$ cat config.mk
export PLATFORM = sky130hd
export DESIGN_NAME = fetch_mem_bridge
export DESIGN_NICKNAME = d
export VERILOG_FILES = /design/src/rtl/fetch_mem_bridge.sv
export SDC_FILE = /design/constraint.sdc
export NUM_CORES = 1
export LEC_CHECK = 0
export ABC_AREA = 1
export CORE_MARGIN = 2
export CORE_UTILIZATION = 45
export DETAILED_ROUTE_END_ITERATION = 10
export DONT_BUFFER_PORTS = 1
export HOLD_SLACK_MARGIN = 0.12
export PLACE_DENSITY = 0.65
export SLEW_MARGIN = 5
export SYNTH_ARGS = -nofsm -noshare
export SYNTH_HDL_FRONTEND = slang
export SYNTH_SLANG_ARGS = --single-unit
export TNS_END_PERCENT = 50
$ cat constraint.sdc
create_clock -name clk -period 2.3 [get_ports clk]
set_clock_uncertainty 0.1 [all_clocks]
set_input_delay 0.46 -clock clk [delete_from_list [all_inputs] [get_ports clk]]
set_output_delay 0.46 -clock clk [all_outputs]
set_load 0.01 [all_outputs]
$ cat src/rtl/fetch_mem_bridge.sv
// Instruction-fetch bridge: owns the fetch PC, issues one word read at a time,
// and hands each fetched word (with its PC and fault flag) to decode.
module fetch_mem_bridge #(
  parameter logic [31:0] RESET_PC = 32'h0000_0000
) (
  input  logic        clk,
  input  logic        reset,
  input  logic        redirect_valid,
  input  logic [31:0] redirect_pc,
  output logic        mem_req_valid,
  input  logic        mem_req_ready,
  output logic [31:0] mem_req_addr,
  input  logic        mem_rsp_valid,
  input  logic [31:0] mem_rsp_data,
  input  logic        mem_rsp_err,
  output logic        instr_valid,
  input  logic        instr_ready,
  output logic [31:0] instr,
  output logic [31:0] instr_pc,
  output logic        instr_fault,
  output logic [31:0] pc_cur
);

  typedef enum logic [2:0] {IDLE, REQ, WAIT, HOLD, DROP, STOP} state_t;

  typedef struct packed {
    logic [31:0] data;
    logic        err;
  } rsp_t;

  state_t      state;
  rsp_t        rsp;
  logic [31:0] redir_pc;
  logic        req_fire;

  assign rsp      = '{data: mem_rsp_data, err: mem_rsp_err};
  assign redir_pc = {redirect_pc[31:2], 2'b00};
  assign req_fire = mem_req_valid && mem_req_ready;

  // Outputs depend on state/registers only, never on this cycle's inputs.
  assign mem_req_valid = (state == REQ);
  assign instr_valid   = (state == HOLD);
  assign mem_req_addr  = pc_cur;

  always_ff @(posedge clk or negedge reset) begin
    if (!reset) begin
      state       <= IDLE;
      pc_cur      <= RESET_PC;
      instr       <= '0;
      instr_pc    <= '0;
      instr_fault <= 1'b0;
    end else if (redirect_valid && state != IDLE) begin
      // A redirect flushes everything; an accepted-but-unanswered read must
      // still be drained so its response is not mistaken for the new target.
      pc_cur <= redir_pc;
      unique case (state)
        REQ:        state <= req_fire ? DROP : REQ;
        WAIT, DROP: state <= mem_rsp_valid ? REQ : DROP;
        default:    state <= REQ;
      endcase
    end else begin
      unique case (state)
        IDLE: state <= REQ;
        REQ:  if (req_fire) state <= WAIT;
        WAIT: if (mem_rsp_valid) begin
          instr       <= rsp.data;
          instr_pc    <= pc_cur;
          instr_fault <= rsp.err;
          if (!rsp.err) pc_cur <= pc_cur + 32'd4;
          state <= HOLD;
        end
        HOLD: if (instr_ready) state <= instr_fault ? STOP : REQ;
        DROP: if (mem_rsp_valid) state <= REQ;
        STOP: state <= STOP;
        default: state <= IDLE;
      endcase
    end
  end

endmodule

==> impl_metrics.ini, run 1 <==
[layout]
diodes = 0
area_of_combinational_cells_with_multiple_inputs_um2 = 2097
final.fill_count = 1025
areaGrowthSynthToFinish_pct = 10.23
drive_above_1_share = 0.1242
nets = 663
seqCellArea_um2 = 2402

[clocking]
worst_setup_hold_path_clk_slew_ns = 0.10
worstSkewPairLatency_ns = 0.37
clkSinkCount = 96
cts_tree = done
tritoncts.num_buffers = 9
clock-root-buffer = sky130_fd_sc_hd__clkbuf_8
h_tree_levels = 3
clockBufferDepth = 2
cts.repair.resized = 0
post-cts-setup-buffers = 0

[sta]
hold_violations = 96
clock.fmax_mhz = 501.3
setup_viol = 0
slew_viol_final = 0
rsz_0062_raised_after_global_routing = false
totalNegativeSetupSlack_ns = 0
worstMarginPinSlew_ns = 0.6508
worst_slew_slack_as_a_fraction_of_its_limit = 0.5628
fin_ws_ns = 0.3050
min_period_ns = 1.995
hold_ws_ns = -0.3342
layout_worst_path_cycle_share = 0.8674

[worst_setup_path]
critPathMostFrequentCell = sky130_fd_sc_hd__nand3_1
critPathKind = register to register
timing.critical_path.buf_inv = 0
crit_path_top_delay_cell = sky130_fd_sc_hd__dfrtp_1
path_cells = nand2_1, nor2_1, nand2_1, nor2_1, nand3_1, nand3_1, nand3_1
slowest_delay_ns = 0.58
cp_max_fo = 7
critPathRequiredTime_ns = 2.46
cp_startpoint_kind = register
worst-endpoint-arrival_ns = 2.15
cpLargestDelayFamily = simple AND/OR/NAND/NOR gates
endpoint_kind = register

[floorplan]
number_of_rows_created_at_floorplan = 38
initial_core_util = 0.4625
placeableCoreArea_um2 = 10840
fp.dieW_um = 109.6
vertical_extent_of_the_die_um = 109.6
design.die.area_um2 = 12000
ios = 202

[placed_design]
place.port_buffers = 0
weighted_congestion_reported_at_the_end_of_routability_driven_placement = 0.8384
detailedPlacementHpwl_mm = 8.812
placement.setup.worst_slack_ns = 0.3630

[synthesis]
synth_top_area_share = 0.4792
synth.ff_latch_count = 96
yosys_most_used_dff = sky130_fd_sc_hd__dfrtp_1
synth_warnings = 0
yosysSeqAreaShare = 0.4792
syn-cell-area_um2 = 5014
synthTopCellsByCount = sky130_fd_sc_hd__nand2_1, sky130_fd_sc_hd__dfrtp_1, sky130_fd_sc_hd__nor2_1, sky130_fd_sc_hd__nand3_1, sky130_fd_sc_hd__inv_1
postSynth.asyncResetShare = 1.000
synth_enable_flop_cells = 0
avgSynthCellArea_um2 = 8.614
synth_largest_area_cell = sky130_fd_sc_hd__dfrtp_1
yosysUniqueCellTypes = 28
leading_cell_type_by_number_of_instances_after_synthesis = sky130_fd_sc_hd__nand2_1
netlist_top_cells_area = sky130_fd_sc_hd__dfrtp_1, sky130_fd_sc_hd__nand2_1, sky130_fd_sc_hd__mux2_2
synth_cells = 582

[detailed_routing]
routed_wl_mm = 12.51
number_of_vias_in_the_routed_layout = 3843
avgRoutedWirePerCell_um = 16.99
post_drt_via_cell_ratio = 5.221
route.detailed.drc = 0
drt_first_pass_iters = 6
detailedRoute.firstIterationViolations = 257
drt.antenna.violating_nets = 0

[min_path]
min_path_type = primary input to async pin

[global_route]
via_count_of_the_first_global_routing_pass = 3856
wire_length_of_the_first_global_routing_pass_mm = 19.31
number_of_antenna_violations_at_the_first_check_in_global_routing = 0
grt_start_max_net_pins = 97
grt_util_all_layers = 0.2097
globalRoute.totalOverflow = 0

[outcome]
failing_checks = hold timing
status = finished with violations

[power_and_ir_drop]
p_leak_nw = 2.633
ir_worst_vdd_uv = 570.1
p_per_area_nw_per_um2 = 1309

[job]
maxCapViolations = 0
stage by stage:
stage | utilization | cell area (um^2) | std cells | power [W] | hold slack, ns
after floorplan | - | 5032 | 587 | 0.005654 | 0.06441
after global placement | 0.4568 | 4952 | 684 | 0.005922 | 0.06648
after detailed placement | 0.4568 | 4952 | 684 | 0.006040 | 0.06631
after CTS | 0.5043 | 5466 | 730 | 0.007292 | -0.3514
after global routing | 0.5098 | 5527 | 736 | 0.007785 | -0.3687
final | 0.5098 | 5527 | 736 | 0.007233 | -0.3342
per-layer routing:
| layer | vias to the layer above | wire length (um) | track usage |
|---|---|---|---|
| met5 | - | 0 | 0 |
| met4 | 0 | 163 | 0.06781 |
| met3 | 18 | 1036 | 0.07113 |
| met2 | 163 | 6027 | 0.3536 |
| met1 | 1828 | 5281 | 0.2517 |
| li1 | 1834 | - | - |
final cells by class:
class,instances,area share
clock inverter,5,0.01132
timing repair buffer,46,0.08558
clock buffer,11,0.02739
inverter,44,0.02988
sequential,96,0.4347
multi-input combinational,394,0.3794
tap,140,0.03170
worst reg2reg max path, stage by stage, from the launching register on:
cell	delay, ns
sky130_fd_sc_hd__dfrtp_1	0.58
sky130_fd_sc_hd__nand2_1	0.19
sky130_fd_sc_hd__nor2_1	0.23
sky130_fd_sc_hd__nand2_1	0.08
sky130_fd_sc_hd__nor2_1	0.38
sky130_fd_sc_hd__nand3_1	0.15
sky130_fd_sc_hd__nand3_1	0.12
sky130_fd_sc_hd__nand3_1	0.07
flip-flops by register name (all words and copies together), names as in the netlist:
name / cells
state: 3
instr_fault: 1
mem_req_addr: 30
instr_pc: 30
instr: 32
cells in the final DEF, fill, tap and decap left out, types with 2 or more instances in the layout:
cell type / Yosys / layout
sky130_fd_sc_hd__mux2_2: 25 / 25
sky130_fd_sc_hd__nand2_4: 2 / 2
sky130_fd_sc_hd__buf_12: 0 / 3
sky130_fd_sc_hd__dfrtp_1: 96 / 96
sky130_fd_sc_hd__nand2_1: 183 / 183
sky130_fd_sc_hd__xor2_1: 13 / 13
sky130_fd_sc_hd__o211ai_1: 10 / 10
sky130_fd_sc_hd__buf_4: 36 / 7
sky130_fd_sc_hd__nor2_2: 2 / 2
sky130_fd_sc_hd__and2_1: 2 / 2
sky130_fd_sc_hd__clkbuf_8: 0 / 11
sky130_fd_sc_hd__nand4_1: 2 / 2
sky130_fd_sc_hd__inv_6: 0 / 2
sky130_fd_sc_hd__clkinvlp_4: 0 / 2
sky130_fd_sc_hd__nand3_1: 46 / 46
sky130_fd_sc_hd__conb_1: 1 / 6
sky130_fd_sc_hd__a21oi_1: 2 / 2
sky130_fd_sc_hd__o21ai_0: 32 / 32
sky130_fd_sc_hd__nor2_1: 48 / 48
sky130_fd_sc_hd__dlygate4sd3_1: 0 / 36
sky130_fd_sc_hd__inv_1: 42 / 42
sky130_fd_sc_hd__mux2_4: 15 / 15
kinds of logic after synthesis:
group           count (synthesis)  synth area share
compound gates                 45           0.05016
simple gates                  289            0.2373
fa+ha+maj                       1          0.002495
mux                            40            0.1011
other cells                     1         0.0007480
flops                          96            0.4792
buf+inv                        97            0.1063
xor+xnor                       13           0.02271
worst paths after layout:
path                             startpoint                to  slack [ns]  depth (start not counted)
min in group clk            redirect_pc[17]  mem_req_addr[17]        0.14                          2
hold / removal                        reset         instr[10]       -0.33                          0
max in group asynchronous             reset      instr_pc[31]        2.30                          0
setup / recovery           mem_req_addr[14]  mem_req_addr[25]        0.31                          7
setup reg to reg           mem_req_addr[14]  mem_req_addr[25]        0.31                          7
hold reg to reg                 instr_pc[6]       instr_pc[6]        0.46                          2
repair_timing:
action                                 CTS  global route
setup endpoints to repair                0             0
hold buffers                            30             6
endpoints found under the hold margin  126           102
power by group:
part / leakage [nW] / total, W / internal (W) / switching (W)
sequential: 1.18 / 0.00392 / 0.00250 / 0.00142
combinational: 1.35 / 0.00212 / 0.000983 / 0.00114
clock: 0.103 / 0.00119 / 0.000570 / 0.000623
total: 2.63 / 0.00723 / 0.00405 / 0.00318
Power figures use the tool's default switching activity.
==> run 2, diff against run 1 <==
Clock period 2.3 ns to 2.4 ns, I/O delays scaled along.
==> run 2 against run 1 <==
The run still ends with hold timing left. Register-to-register slack better by 0.10 ns. Non-clock buffer count decreased by 22. Die area did not move. Combinational power decreased by 8%. Wire length decreased by 3.5%. Critical path depth is 5 lower. Utilization shrank 2.2 points. Critical path type is now register to output port. Largest cell class unchanged.
==> impl_metrics.ini, run 2 (same netlist as run 1, synthesis figures left out) <==
[job]
maxCapViolations = 0

[clocking]
worstSkewPairLatency_ns = 0.38
post-cts-setup-buffers = 0
clockBufferDepth = 2
tritoncts.num_buffers = 9
cts_tree = done
worst_setup_hold_path_clk_slew_ns = 0.11
cts_hold_repair.buffers = 1
clock-root-buffer = sky130_fd_sc_hd__clkbuf_8
h_tree_levels = 3
cts.repair.resized = 0
clkSinkCount = 96

[floorplan]
ios = 202
placeableCoreArea_um2 = 10840
number_of_rows_created_at_floorplan = 38
fp.dieW_um = 109.6
vertical_extent_of_the_die_um = 109.6
initial_core_util = 0.4625
design.die.area_um2 = 12000

[detailed_routing]
drt_first_pass_iters = 4
route.detailed.drc = 0
post_drt_via_cell_ratio = 5.188
number_of_vias_in_the_routed_layout = 3704
drt.antenna.violating_nets = 0
routed_wl_mm = 12.07
detailedRoute.firstIterationViolations = 290
avgRoutedWirePerCell_um = 16.90

[layout]
final.fill_count = 1028
mostFrequentLayoutCells = sky130_fd_sc_hd__nand2_1, sky130_fd_sc_hd__dfrtp_1, sky130_fd_sc_hd__nor2_1
largest_register_ffs = 32
layout_commonest_cell = sky130_fd_sc_hd__nand2_1
nets = 641
drive_above_1_share = 0.1254
areaGrowthSynthToFinish_pct = 5.465
max_flop_register = instr
layout.cells.non_filler = 714
utilization = 0.4878
diodes = 0

[power_and_ir_drop]
p_leak_nw = 2.526
p_per_area_nw_per_um2 = 1284
ir_worst_vdd_uv = 475.1

[sta]
hold_ws_ns = -0.3291
clock.fmax_mhz = 485.2
layout_worst_path_cycle_share = 0.8587
setup_viol = 0
totalNegativeSetupSlack_ns = 0
worst_slew_slack_as_a_fraction_of_its_limit = 0.5130
hold_violations = 96
worstMarginPinSlew_ns = 0.7250
slew_viol_final = 0
rsz_0062_raised_after_global_routing = false
min_period_ns = 2.061

[global_route]
grt_util_all_layers = 0.2059
number_of_antenna_violations_at_the_first_check_in_global_routing = 0
globalRoute.totalOverflow = 0
wire_length_of_the_first_global_routing_pass_mm = 19.00
grt_start_max_net_pins = 97
via_count_of_the_first_global_routing_pass = 3725

[worst_setup_path]
cpLargestDelayFamily = simple AND/OR/NAND/NOR gates
worst-endpoint-arrival_ns = 1.48
crit_path_top_delay_cell = sky130_fd_sc_hd__nor3_1
path_cells = inv_1, nor3_1
critPathRequiredTime_ns = 1.82
slowest_delay_ns = 0.57
timing.critical_path.buf_inv = 1
critPathKind = register to output port
cp_max_fo = 4
cp_startpoint_kind = register
endpoint_kind = output port

[outcome]
status = finished with violations
failing_checks = hold timing

[min_path]
min_path_type = primary input to async pin

[placed_design]
placed_cells = 682
weighted_congestion_reported_at_the_end_of_routability_driven_placement = 0.8549
place.port_buffers = 0
detailedPlacementHpwl_mm = 8.705
## run 2: cell count changes in the layout (fill, tap and decap cells not counted), sizes merged
cell         previous run  this run
clkbuf                 11         9
clkinv                  1         4
dlygate4sd3            36        16
bufinv                  1         0
buf                    10         8
## run 2: stage by stage
step	cell area, um^2	setup WS, ns	total power, W
final	5288	0.3392	0.006787
after global routing	5288	0.2177	0.007344
after CTS	5137	0.3870	0.006841
after detailed placement	4925	0.4289	0.005762
after global placement	4925	0.4700	0.005651
after floorplan	5032	0.6900	0.005418
## run 2: worst register-to-register path, cell delays in order, from the launching register on
cell and delay [ns]:
sky130_fd_sc_hd__dfrtp_1 0.55, sky130_fd_sc_hd__nand2_1 0.12, sky130_fd_sc_hd__nor2_1 0.18, sky130_fd_sc_hd__nand2_1 0.19, sky130_fd_sc_hd__nor2_1 0.39, sky130_fd_sc_hd__nand2_1 0.09
sky130_fd_sc_hd__nand2_1 0.08, sky130_fd_sc_hd__nand3_1 0.07, sky130_fd_sc_hd__nand2_1 0.07, sky130_fd_sc_hd__nand2_1 0.04
## run 2: final timing paths
check | startpoint | end | slack, ns | depth (start not counted)
max | state[0] | mem_req_valid | 0.34 | 2
min | reset | instr[10] | -0.33 | 0
max reg2reg | mem_req_addr[5] | mem_req_addr[26] | 0.41 | 9
min reg2reg | instr_pc[5] | instr_pc[5] | 0.46 | 2
max in group asynchronous | reset | mem_req_addr[14] | 2.41 | 0
min in group clk | redirect_pc[15] | mem_req_addr[15] | 0.13 | 2
## run 2: where the power goes
group          total [W]  switching (W)  internal [W]  leakage, nW
Combinational    0.00196        0.00106      0.000901         1.25
Sequential       0.00377        0.00138       0.00239         1.18
Clock            0.00106       0.000653      0.000410       0.0950
Total            0.00679        0.00309       0.00370         2.53
## run 2: layer usage
metal | part of all wire | vias up | global-route usage
met4 | 0.017 | 0 | 0.06148
met2 | 0.47 | 142 | 0.3391
met1 | 0.43 | 1765 | 0.2572
met3 | 0.085 | 17 | 0.06817
li1 | - | 1780 | -
met5 | 0 | - | 0
## run 2: final cells by class
type                    count  area (um^2)  area share
flip-flops and latches     96         2402      0.4543
multi-input cells         394         2097      0.3966
repair buffers             24        245.2     0.04638
well taps                 140        175.2     0.03313
inverters                  44        165.2     0.03124
clock buffers               9        123.9     0.02343
clock inverters             7        78.83     0.01491
==> run 3, diff against run 2 <==
Clock period 2.4 ns to 2.05 ns, I/O delays scaled along.
==> run 3 against run 2 <==
The run still ends with hold timing left. Combinational power rose by 56%. Clock power increased by 20%. Final area is 11% higher. Die area did not move. Register-to-register slack worse by 0.26 ns. First-iteration DRC count decreased by 13%. Wire length is 5.8% higher. Count of clock-buffer cells in the layout increased by 1. Power rose by 23%. Sequential power is 6.6% higher. Utilization is 5.3 points higher. Critical path depth increased by 8. Critical path type is now register to register. Highest routed layer unchanged.
==> impl_metrics.ini, run 3 (same netlist as run 1, synthesis figures left out) <==
[worst_setup_path]
cp_startpoint_kind = register
cpLargestDelayFamily = simple AND/OR/NAND/NOR gates
crit_start = mem_req_addr[2]
critPathRequiredTime_ns = 2.21
crit_path_top_delay_cell = sky130_fd_sc_hd__dfrtp_1
path_cells = ha_1, inv_1, nor2_1, nand2_1, nor2_2, nand2_1, nand2_1, nand3_1, nand2_1, nand2_1
worst-endpoint-arrival_ns = 2.06
r2r_setup_slack_ns = 0.15
cp_max_fo = 4
worstReg2RegStart = mem_req_addr[2]
critPathMostFrequentCell = sky130_fd_sc_hd__nand2_1
endpoint_kind = register
timing.critical_path.buf_inv = 1
slowest_delay_ns = 0.42
critPathKind = register to register

[power_and_ir_drop]
p_leak_nw = 2.806
p_per_area_nw_per_um2 = 1424
ir_worst_vdd_uv = 638.7
report.power.total_w = 0.008344

[clocking]
worstSkewPairLatency_ns = 0.37
clkSinkCount = 96
cts_tree = done
h_tree_levels = 3
worst_setup_hold_path_clk_slew_ns = 0.09
clock-root-buffer = sky130_fd_sc_hd__clkbuf_8
clockBufferDepth = 2
tritoncts.num_buffers = 9
cts_hold_repair.buffers = 56
post-cts-setup-buffers = 0

[floorplan]
initial_core_util = 0.4625
design.die.area_um2 = 12000
vertical_extent_of_the_die_um = 109.6
fp.dieW_um = 109.6
ios = 202
placeableCoreArea_um2 = 10840
number_of_rows_created_at_floorplan = 38

[detailed_routing]
routed_wl_mm = 12.77
route.detailed.drc = 0
detailedRoute.firstIterationViolations = 251
drt_first_pass_iters = 4
post_drt_via_cell_ratio = 5.141
number_of_vias_in_the_routed_layout = 3984
avgRoutedWirePerCell_um = 16.48
drt.antenna.violating_nets = 0

[outcome]
failing_checks = hold timing
status = finished with violations

[sta]
min_period_ns = 1.899
rsz_0062_raised_after_global_routing = true
hold_ws_ns = -0.3833
clock.fmax_mhz = 526.7
fin_ws_ns = 0.1515
hold_violations = 96
layout_worst_path_cycle_share = 0.9261
setup_viol = 0
slew_viol_final = 0

[placed_design]
placement.setup.worst_slack_ns = 0.06175
weighted_congestion_reported_at_the_end_of_routability_driven_placement = 0.8674
place.port_buffers = 0
dpl_cell_area_um2 = 5090
detailedPlacementHpwl_mm = 8.938
placed_cells = 704

[global_route]
number_of_antenna_violations_at_the_first_check_in_global_routing = 0
grt_start_max_net_pins = 97
globalRoute.totalOverflow = 0
wire_length_of_the_first_global_routing_pass_mm = 20.09
via_count_of_the_first_global_routing_pass = 4126
grt_util_all_layers = 0.2189

[layout]
areaGrowthSynthToFinish_pct = 16.85
final_design_area_no_fill_um2 = 5858
mostFrequentLayoutCells = sky130_fd_sc_hd__nand2_1, sky130_fd_sc_hd__dfrtp_1, sky130_fd_sc_hd__dlygate4sd3_1
drive_above_1_share = 0.1512
largest_register_ffs = 32
max_flop_register = instr
layout_commonest_cell = sky130_fd_sc_hd__nand2_1
diodes = 0
layout.cells.non_filler = 775
final.fill_count = 994
nets = 703

[min_path]
min_path_type = primary input to async pin

[job]
maxCapViolations = 0
[run 3: layer usage]
| metal | global-route usage | vias up | part of all wire |
|---|---|---|---|
| met5 | 0 | - | 0 |
| met4 | 0.08409 | 0 | 0.019 |
| met3 | 0.05513 | 19 | 0.081 |
| met2 | 0.3686 | 163 | 0.48 |
| met1 | 0.2700 | 1895 | 0.42 |
| li1 | - | 1907 | - |
[run 3: through the flow]
| step | TNS (ns) | util |
|---|---|---|
| final | 0 | 0.5404 |
| after global routing | -0.02261 | 0.5404 |
| after CTS | 0 | 0.5391 |
| after detailed placement | 0 | 0.4695 |
| after global placement | 0 | 0.4695 |
| after floorplan | 0 | - |
[run 3: repair_timing]
action | in CTS | in global routing
resized for setup | 0 | 4
setup endpoints to repair | 0 | 21
endpoints found under the hold margin | 152 | 96
[run 3: cell type report]
cell class,instances,area [um^2],area share
clock buffers,10,137.6,0.02349
clock inverters,5,56.30,0.009611
inverters,44,168.9,0.02883
multi-input cells,394,2107,0.3597
flip-flops and latches,96,2402,0.4101
well taps,140,175.2,0.02990
repair buffers,86,810.8,0.1384
[run 3: power breakdown]
| part | internal (W) | switching [W] | total (W) |
|---|---|---|---|
| logic | 0.00134 | 0.00171 | 0.00305 |
| registers | 0.00281 | 0.00121 | 0.00402 |
| clock network | 0.000591 | 0.000676 | 0.00127 |
[run 3: final timing paths]
kind | to | cells past startpoint
max in group asynchronous | mem_req_addr[30] | 0
min in group clk | mem_req_addr[3] | 2
min | instr[10] | 0
max | mem_req_addr[30] | 10
min reg2reg | instr_pc[5] | 2
max reg2reg | mem_req_addr[30] | 10
